### config.mk
export PLATFORM = sky130hd
export DESIGN_NAME = hilo_acc
export DESIGN_NICKNAME = d
export VERILOG_FILES = /design/src/rtl/hilo_acc_pkg.sv /design/src/rtl/hilo_addsub.sv /design/src/rtl/hilo_acc.sv
export SDC_FILE = /design/constraint.sdc
export NUM_CORES = 1
export LEC_CHECK = 0
export ABC_AREA = 1
export ABC_CLOCK_PERIOD_IN_PS = 5100
export BUFFER_PORTS_ARGS = -buffer_cell sky130_fd_sc_hd__buf_2
export CORE_MARGIN = 2
export CORE_UTILIZATION = 42
export CTS_CLUSTER_DIAMETER = 200
export DETAILED_ROUTE_END_ITERATION = 16
export PLACE_DENSITY_LB_ADDON = 0.08
export SETUP_SLACK_MARGIN = 0.05
export SYNTH_ARGS = -nofsm -noshare
export SYNTH_HDL_FRONTEND = slang
export SYNTH_SLANG_ARGS = --single-unit
### constraint.sdc
create_clock -name clk -period 5.1 [get_ports clk]
set_clock_uncertainty 0.15 [all_clocks]
set_input_delay 1.275 -clock clk [delete_from_list [all_inputs] [get_ports clk]]
set_output_delay 1.275 -clock clk [all_outputs]
set_load 0.05 [all_outputs]
### src/rtl/hilo_acc_pkg.sv
// Shared encodings for the HI/LO multiply-accumulate register block.
package hilo_acc_pkg;

  typedef enum logic [1:0] {
    OP_NOP  = 2'b00,
    OP_MADD = 2'b01,
    OP_MSUB = 2'b10,
    OP_RSV  = 2'b11
  } op_e;

  typedef enum logic {
    ST_IDLE = 1'b0,
    ST_CALC = 1'b1
  } state_e;

  function automatic logic op_is_valid(input logic [1:0] op);
    return (op == OP_MADD) || (op == OP_MSUB);
  endfunction

endpackage

### src/rtl/hilo_addsub.sv
// Wide modular adder/subtractor used for the {HI,LO} accumulate; carry/borrow out is dropped.
module hilo_addsub #(
  parameter int W = 64
) (
  input  logic [W-1:0] a,
  input  logic [W-1:0] b,
  input  logic         sub,
  output logic [W-1:0] y
);

  assign y = sub ? (a - b) : (a + b);

endmodule

### src/rtl/hilo_acc.sv
// HI/LO register pair with an optional two-cycle multiply-accumulate (MADD/MSUB) path.
// The accumulate state machine and datapath are built only when HILO_ACC_EN is defined.
module hilo_acc
  import hilo_acc_pkg::*;
#(
  parameter int DW = 32
) (
  input  logic            clk,
  input  logic            rst,
  input  logic            we_hi,
  input  logic            we_lo,
  input  logic [DW-1:0]   hi_i,
  input  logic [DW-1:0]   lo_i,
  input  logic            start,
  input  logic [1:0]      op,
  input  logic [2*DW-1:0] prod_i,
  input  logic            flush,
  output logic            busy,
  output logic            done,
  output logic [DW-1:0]   hi_o,
  output logic [DW-1:0]   lo_o
);

  logic [DW-1:0] hi_q, hi_d;
  logic [DW-1:0] lo_q, lo_d;

`ifdef HILO_ACC_EN
  state_e          state_q, state_d;
  logic [2*DW-1:0] prod_q, prod_d;
  logic            sub_q, sub_d;
  logic            done_q, done_d;
  logic [2*DW-1:0] acc_sum;

  hilo_addsub #(.W(2*DW)) u_addsub (
    .a   ({hi_q, lo_q}),
    .b   (prod_q),
    .sub (sub_q),
    .y   (acc_sum)
  );

  // Writes land on the start edge, so the CALC cycle naturally sees the fresh HI/LO.
  always_comb begin
    state_d = state_q;
    prod_d  = prod_q;
    sub_d   = sub_q;
    done_d  = 1'b0;
    hi_d    = hi_q;
    lo_d    = lo_q;
    case (state_q)
      ST_IDLE: begin
        if (we_hi) hi_d = hi_i;
        if (we_lo) lo_d = lo_i;
        if (start && op_is_valid(op)) begin
          state_d = ST_CALC;
          prod_d  = prod_i;
          sub_d   = (op == OP_MSUB);
        end
      end
      ST_CALC: begin
        state_d = ST_IDLE;
        if (!flush) begin
          {hi_d, lo_d} = acc_sum;
          done_d       = 1'b1;
        end
      end
      default: state_d = ST_IDLE;
    endcase
  end

  always_ff @(posedge clk or posedge rst) begin
    if (rst) begin
      state_q <= ST_IDLE;
      prod_q  <= '0;
      sub_q   <= 1'b0;
      done_q  <= 1'b0;
      hi_q    <= '0;
      lo_q    <= '0;
    end else begin
      state_q <= state_d;
      prod_q  <= prod_d;
      sub_q   <= sub_d;
      done_q  <= done_d;
      hi_q    <= hi_d;
      lo_q    <= lo_d;
    end
  end

  assign busy = (state_q == ST_CALC);
  assign done = done_q;
`else
  // Accumulate controls are intentionally dropped in the plain register build.
  logic unused_acc_inputs;
  assign unused_acc_inputs = ^{start, op, prod_i, flush};

  always_comb begin
    hi_d = we_hi ? hi_i : hi_q;
    lo_d = we_lo ? lo_i : lo_q;
  end

  always_ff @(posedge clk or posedge rst) begin
    if (rst) begin
      hi_q <= '0;
      lo_q <= '0;
    end else begin
      hi_q <= hi_d;
      lo_q <= lo_d;
    end
  end

  assign busy = 1'b0;
  assign done = 1'b0;
`endif

  assign hi_o = hi_q;
  assign lo_o = lo_q;

endmodule

[After elaboration in Yosys (flattened, before gate mapping)]
Cells that the tools add are included.
Widths: inputs -> output; s select.
Word-level totals
  register bits: 64

[Logic depth before layout (Yosys ltp)]
Gate-level depths: netlist (run 1).
  depth after elaboration: 0
  depth in mapped cells: 5
  depth with buffers taken out: 3

[Worst setup path before layout (run 1)]
OpenSTA, ideal clock, no wires.
  kind: register to output
  from: register hi_q[10] (netlist: hi_o[10])
  to: output hi_o[10]
  data arrival time: 613 ps
  path slack: 3062 ps
  stages on the path, launching flop included: 1
  path buffers: 0
  path through: dfrtp_1
RTL lines
  from (decl): RTL line hilo_acc.sv:24  | logic [DW-1:0] hi_q, hi_d;
  from (signal assigned): RTL line hilo_acc.sv:105  | hi_q <= hi_d;
  to (decl): RTL line hilo_acc.sv:20  | output logic [DW-1:0] hi_o,
No word-level cell between the ends.

[Worst setup path after layout (run 1)]
  from: register hi_q[10] (netlist: hi_o[10])
  to: output hi_o[10]
No word-level cell between the ends.

==> impl_metrics.tcl, run 1 <==
set metrics [dict create \
    grt_pass1_wl_um 8430 \
    tightest_slew_ns 0.713 \
    worstSetupStartpointType "flop" \
    clk_pin_slew_ns 0.06 \
    drtAntennaViolNets 0 \
    synth_top_area_frac 0.620 \
    cts-root-buf "clkbuf_8" \
    die_h_um 82.4 \
    synth.area.top_cells "dfrtp_1, nand2_1, nand2_2" \
    clkLatencyLatePin_ns 0.32 \
    vias_per_cell 4.27 \
    numPortBuffers 131 \
    clock_sinks 64 \
    slowest_delay_ns 0.37 \
    layout-drive-gt1-share 0.410 \
    grt_pass1_vias 1826 \
    dieArea_um2 6790 \
    grtUsageTotal 0.165 \
    area_delta_synth_final_pct 29.2 \
    syn_inst 276 \
    antenna_found_initial 0 \
    fmax_ghz 0.420 \
    firstDrtPassIters 5 \
    start_util 0.436 \
    wl_per_cell_um 11.4 \
    cts_buffers 9 \
    crit_buf_inv 1 \
    required_ns 3.67 \
    fin_ws_ns 2.72 \
    critPathTopFamily "flip-flops" \
    h-tree-depth 3 \
    yosysTopAreaCell "dfrtp_1" \
    grt_max_degree 35 \
    dp_hpwl_um 3730 \
    vias 2060 \
    cp-end-kind "output port" \
    avgSynthCellArea_um2 9.35 \
    min_path_type "reg -> reg" \
    crit_chain "buf_2" \
    cp_slowest_cell "dfrtp_1" \
    worst-path-stages 1 \
    instances_no_fill 482 \
    drc 0 \
    detailedPlace.worstSlack_ns 2.57 \
    dp_cells 468 \
    hold_violations 0 \
    yosys_warnings 0 \
    ctsHoldBuffers 0 \
    io_pins 202 \
    maxSlewViolCount 0 \
    syn-cell-area_um2 2580 \
    row_count 28 \
    overflow 0 \
    ys_seq_elements 64 \
    gp_congestion 0.739 \
    insertedDiodeCount 0 \
    max-slew-margin-rel 0.524 \
    critPathArrivalTime_ns 0.96 \
    power-per-cell-area_nw_per_um2 381 \
    holdPathStages 2 \
    detailedRoute.firstIterationViolations 63 \
    clockBufferDepth 2 \
    ys_seq_area_frac 0.620 \
    path_max_fanout 2 \
    wirelength_um 5500 \
    whs_ns 0.314 \
    period_share 0.467 \
    outcome "finished clean" \
    critical_path_class "reg -> out" \
    ir_worst_vdd_mv 0.182 \
    cts_resized 0 \
    post-route-min-period_ns 2.38 \
    synth_cell_types 9 \
    finalSetupTns_ns 0 \
    cts_tree "done" \
    max-cap-violations 0 \
    die_w_um 82.4 \
    setup_violations 0 \
    post-cts-setup-buffer-count 0 \
    rsz0062_at_grt "false" \
    fill_cells 562 \
    coreArea_um2 5920 \
    reg2regPathDepth 2 \
    utilization 0.563 \
    layout.nets 540 \
    p_leak_uw 0.00200 \
]
[cells by family after synthesis]
| logic type | count (synthesis) | synth area share |
|---|---|---|
| other cells | 1 | 0.00145 |
| flops | 64 | 0.620 |
| simple gates | 192 | 0.299 |
| buf+inv | 19 | 0.0795 |
[where the power goes]
group / internal (uW) / leakage [uW] / switching (uW)
Clock: 212 / 0.0000886 / 169
Combinational: 71.8 / 0.00113 / 242
Sequential: 553 / 0.000779 / 23.4
Total: 836 / 0.00200 / 435
[sequential cells by signal (all words and copies together) (netlist names)]
name	cells
lo_o	32
hi_o	32
[layout by cell type, fill, tap and decap left out]
cell type,n
inv_2,1
clkbuf_8,12
conb_1,2
buf_2,131
clkbuf_1,2
buf_4,1
dfrtp_1,64
nand2_2,20
nand2_1,172
inv_8,2
[worst paths after layout]
check | end | from | slack [ns]
min in group asynchronous | lo_o[6] | rst | 0.92
max | hi_o[10] | hi_o[10] | 2.72
min reg2reg | hi_o[27] | hi_o[27] | 0.31
max reg2reg | hi_o[12] | hi_o[12] | 4.33
max in group asynchronous | lo_o[9] | rst | 3.00
min | hi_o[27] | hi_o[27] | 0.31
[worst register-to-register path, delay by kind of cell (launching register included)]
family	cells	cell delay [ns]
flip-flops	1	0.38
AND/OR/NAND/NOR	2	0.13
[synth_stat cells (all sizes together)]
master and instances:
nand2 192, dfrtp 64, buf 16, inv 3, conb 1
[routing by layer]
metal | GRT usage | routed length [um]
met3 | 0.0641 | 555
met1 | 0.201 | 2440
met2 | 0.253 | 2380
met5 | 0 | 0
met4 | 0.0883 | 123
[through the flow]
stage | power, uW | instance area (um^2)
after detailed placement | 903 | 3160
after CTS | 1290 | 3340
final | 1270 | 3340
after global placement | 900 | 3160
after floorplan | 826 | 2580
after global routing | 1340 | 3340
[cell type report]
class	count	area (um^2)	area share
sequential	64	1600	0.480
tap	75	93.8	0.0281
multi-input combinational	194	778	0.233
clock buffer	14	173	0.0518
inverter	3	26.3	0.00788
timing repair buffer	132	663	0.199
Note: power is estimated with default switching activity, not from simulation.
==> run 2: changes to the inputs <==
Settings changed: ABC_CLOCK_PERIOD_IN_PS 5100 to 2230, CORE_UTILIZATION 42 to 39.
Clock period 5.1 ns to 2.23 ns, I/O delays scaled along.
==> run 2 against run 1 <==
  * Critical path depth is the same
  * Non-clock buffer count up 3
  * Via count up 2.3%
  * Wire length is 1.5% higher
  * Sequential power rose by 130%
  * Setup slack worse by 2.2 ns
  * Die area grew 7.3%
  * Register-to-register slack got worse by 2.9 ns
  * Core utilization shrank 4.1 points
  * Global-route usage decreased by 0.19 points
  * Final cell count rose by 0.83%
==> impl_metrics.tcl, run 2 (same netlist as run 1, synthesis figures left out) <==
set metrics [dict create \
    cts_resized 0 \
    rsz0062_at_grt "false" \
    drc 0 \
    firstDrtPassIters 4 \
    detailedPlace.worstSlack_ns 0.692 \
    die_h_um 85.4 \
    insertedDiodeCount 0 \
    coreArea_um2 6390 \
    min_path_type "in -> async" \
    grtUsageTotal 0.163 \
    drtAntennaViolNets 0 \
    layout.nets 543 \
    ctsHoldBuffers 0 \
    clk_pin_slew_ns 0.07 \
    area_delta_synth_final_pct 29.1 \
    whs_ns 0.140 \
    grt_pass1_vias 1995 \
    reg2regPathDepth 2 \
    crit_buf_inv 1 \
    vias 2107 \
    vias_per_cell 4.34 \
    critPathTopFamily "flip-flops" \
    die_w_um 85.4 \
    layout-drive-gt1-share 0.413 \
    critical_path_class "reg -> out" \
    setup_violations 0 \
    cts_buffers 9 \
    fill_cells 646 \
    row_count 29 \
    antenna_found_initial 0 \
    critPathArrivalTime_ns 0.96 \
    final_cell_mix "nand2_1, buf_2, dfrtp_1, nand2_2, clkbuf_8" \
    r2r_end "lo_o[22]" \
    cp_slowest_cell "dfrtp_1" \
    hold_violations 0 \
    dieArea_um2 7290 \
    start_util 0.404 \
    cp-end-kind "output port" \
    gp_congestion 0.717 \
    required_ns 1.52 \
    grt_pass1_wl_um 9180 \
    power-per-cell-area_nw_per_um2 845 \
    max-cap-violations 0 \
    reg2reg_slack_ns 1.46 \
    grt_max_degree 43 \
    finalSetupTns_ns 0 \
    reg2reg_from "lo_o[22]" \
    dp_hpwl_um 3920 \
    fmax_ghz 0.599 \
    max-slew-margin-rel 0.658 \
    wl_per_cell_um 11.5 \
    worstSetupStartpointType "flop" \
    tightest_slew_ns 0.513 \
    cts-root-buf "clkbuf_8" \
    utilization 0.522 \
    wirelength_um 5580 \
    clock_sinks 64 \
    clkLatencyLatePin_ns 0.33 \
    final_common_cell "nand2_1" \
    overflow 0 \
    post-cts-setup-buffer-count 0 \
    detailedRoute.firstIterationViolations 111 \
    maxSlewViolCount 0 \
    io_pins 202 \
    period_share 0.749 \
    crit_chain "buf_2" \
    ir_worst_vdd_mv 0.449 \
    cts_tree "done" \
    path_max_fanout 2 \
    slowest_delay_ns 0.36 \
    p_leak_uw 0.00199 \
    numPortBuffers 131 \
    fin_ws_ns 0.561 \
    clockBufferDepth 2 \
    h-tree-depth 3 \
    outcome "finished clean" \
    post-route-min-period_ns 1.67 \
]
## run 2: changes by cell type in the layout (fill, tap and decap cells not counted)
cell,change
buf_4,+3
clkbuf_8,-3
clkinv_2,+2
clkinvlp_4,+1
inv_2,-1
## run 2: worst max path at each step
stage                     startpoint       end  slack (ns)  cells after the start
after floorplan                  rst   hi_o[0]        0.84                      1
after detailed placement       we_lo  lo_o[20]        0.69                      4
after global routing        lo_o[28]  lo_o[28]        0.50                      1
final                       hi_o[22]  hi_o[22]        0.56                      1
after global placement         we_hi   hi_o[8]        0.70                      4
after CTS                   hi_o[22]  hi_o[22]        0.54                      1
## run 2: area by class of cell
cell class                 count  area, um^2  share of cell area
timing repair buffer         135         686               0.206
clock buffer                  11         131              0.0394
multi-input combinational    194         778               0.233
clock inverter                 2        10.0             0.00300
inverter                       3        30.0             0.00901
sequential                    64        1600               0.480
tap                           77        96.3              0.0289
## run 2: per-layer routing
layer | up-vias | track usage | part of all wire
li1 | 1071 | - | -
met1 | 941 | 0.207 | 0.44
met2 | 85 | 0.252 | 0.46
met3 | 10 | 0.0584 | 0.088
met4 | 0 | 0.0736 | 0.017
met5 | - | 0 | 0
## run 2: stage by stage
| step | power [uW] | instances | instance area, um^2 |
|---|---|---|---|
| floorplan | 1890 | 277 | 2590 |
| global placement | 2060 | 473 | 3190 |
| detailed placement | 2070 | 473 | 3190 |
| CTS | 2860 | 486 | 3330 |
| global route | 2980 | 486 | 3330 |
| finish | 2820 | 486 | 3330 |
## run 2: where the power goes
part	switching, uW	total, uW	leakage [uW]	internal [uW]
Sequential	54.8	1320	0.000779	1260
Combinational	554	722	0.00114	168
Clock	396	777	0.0000749	381
## run 2: tightest hold or removal path, stage by stage
cell and delay (ns):
buf_2 0.11, clkinvlp_4 0.06, buf_4 0.28
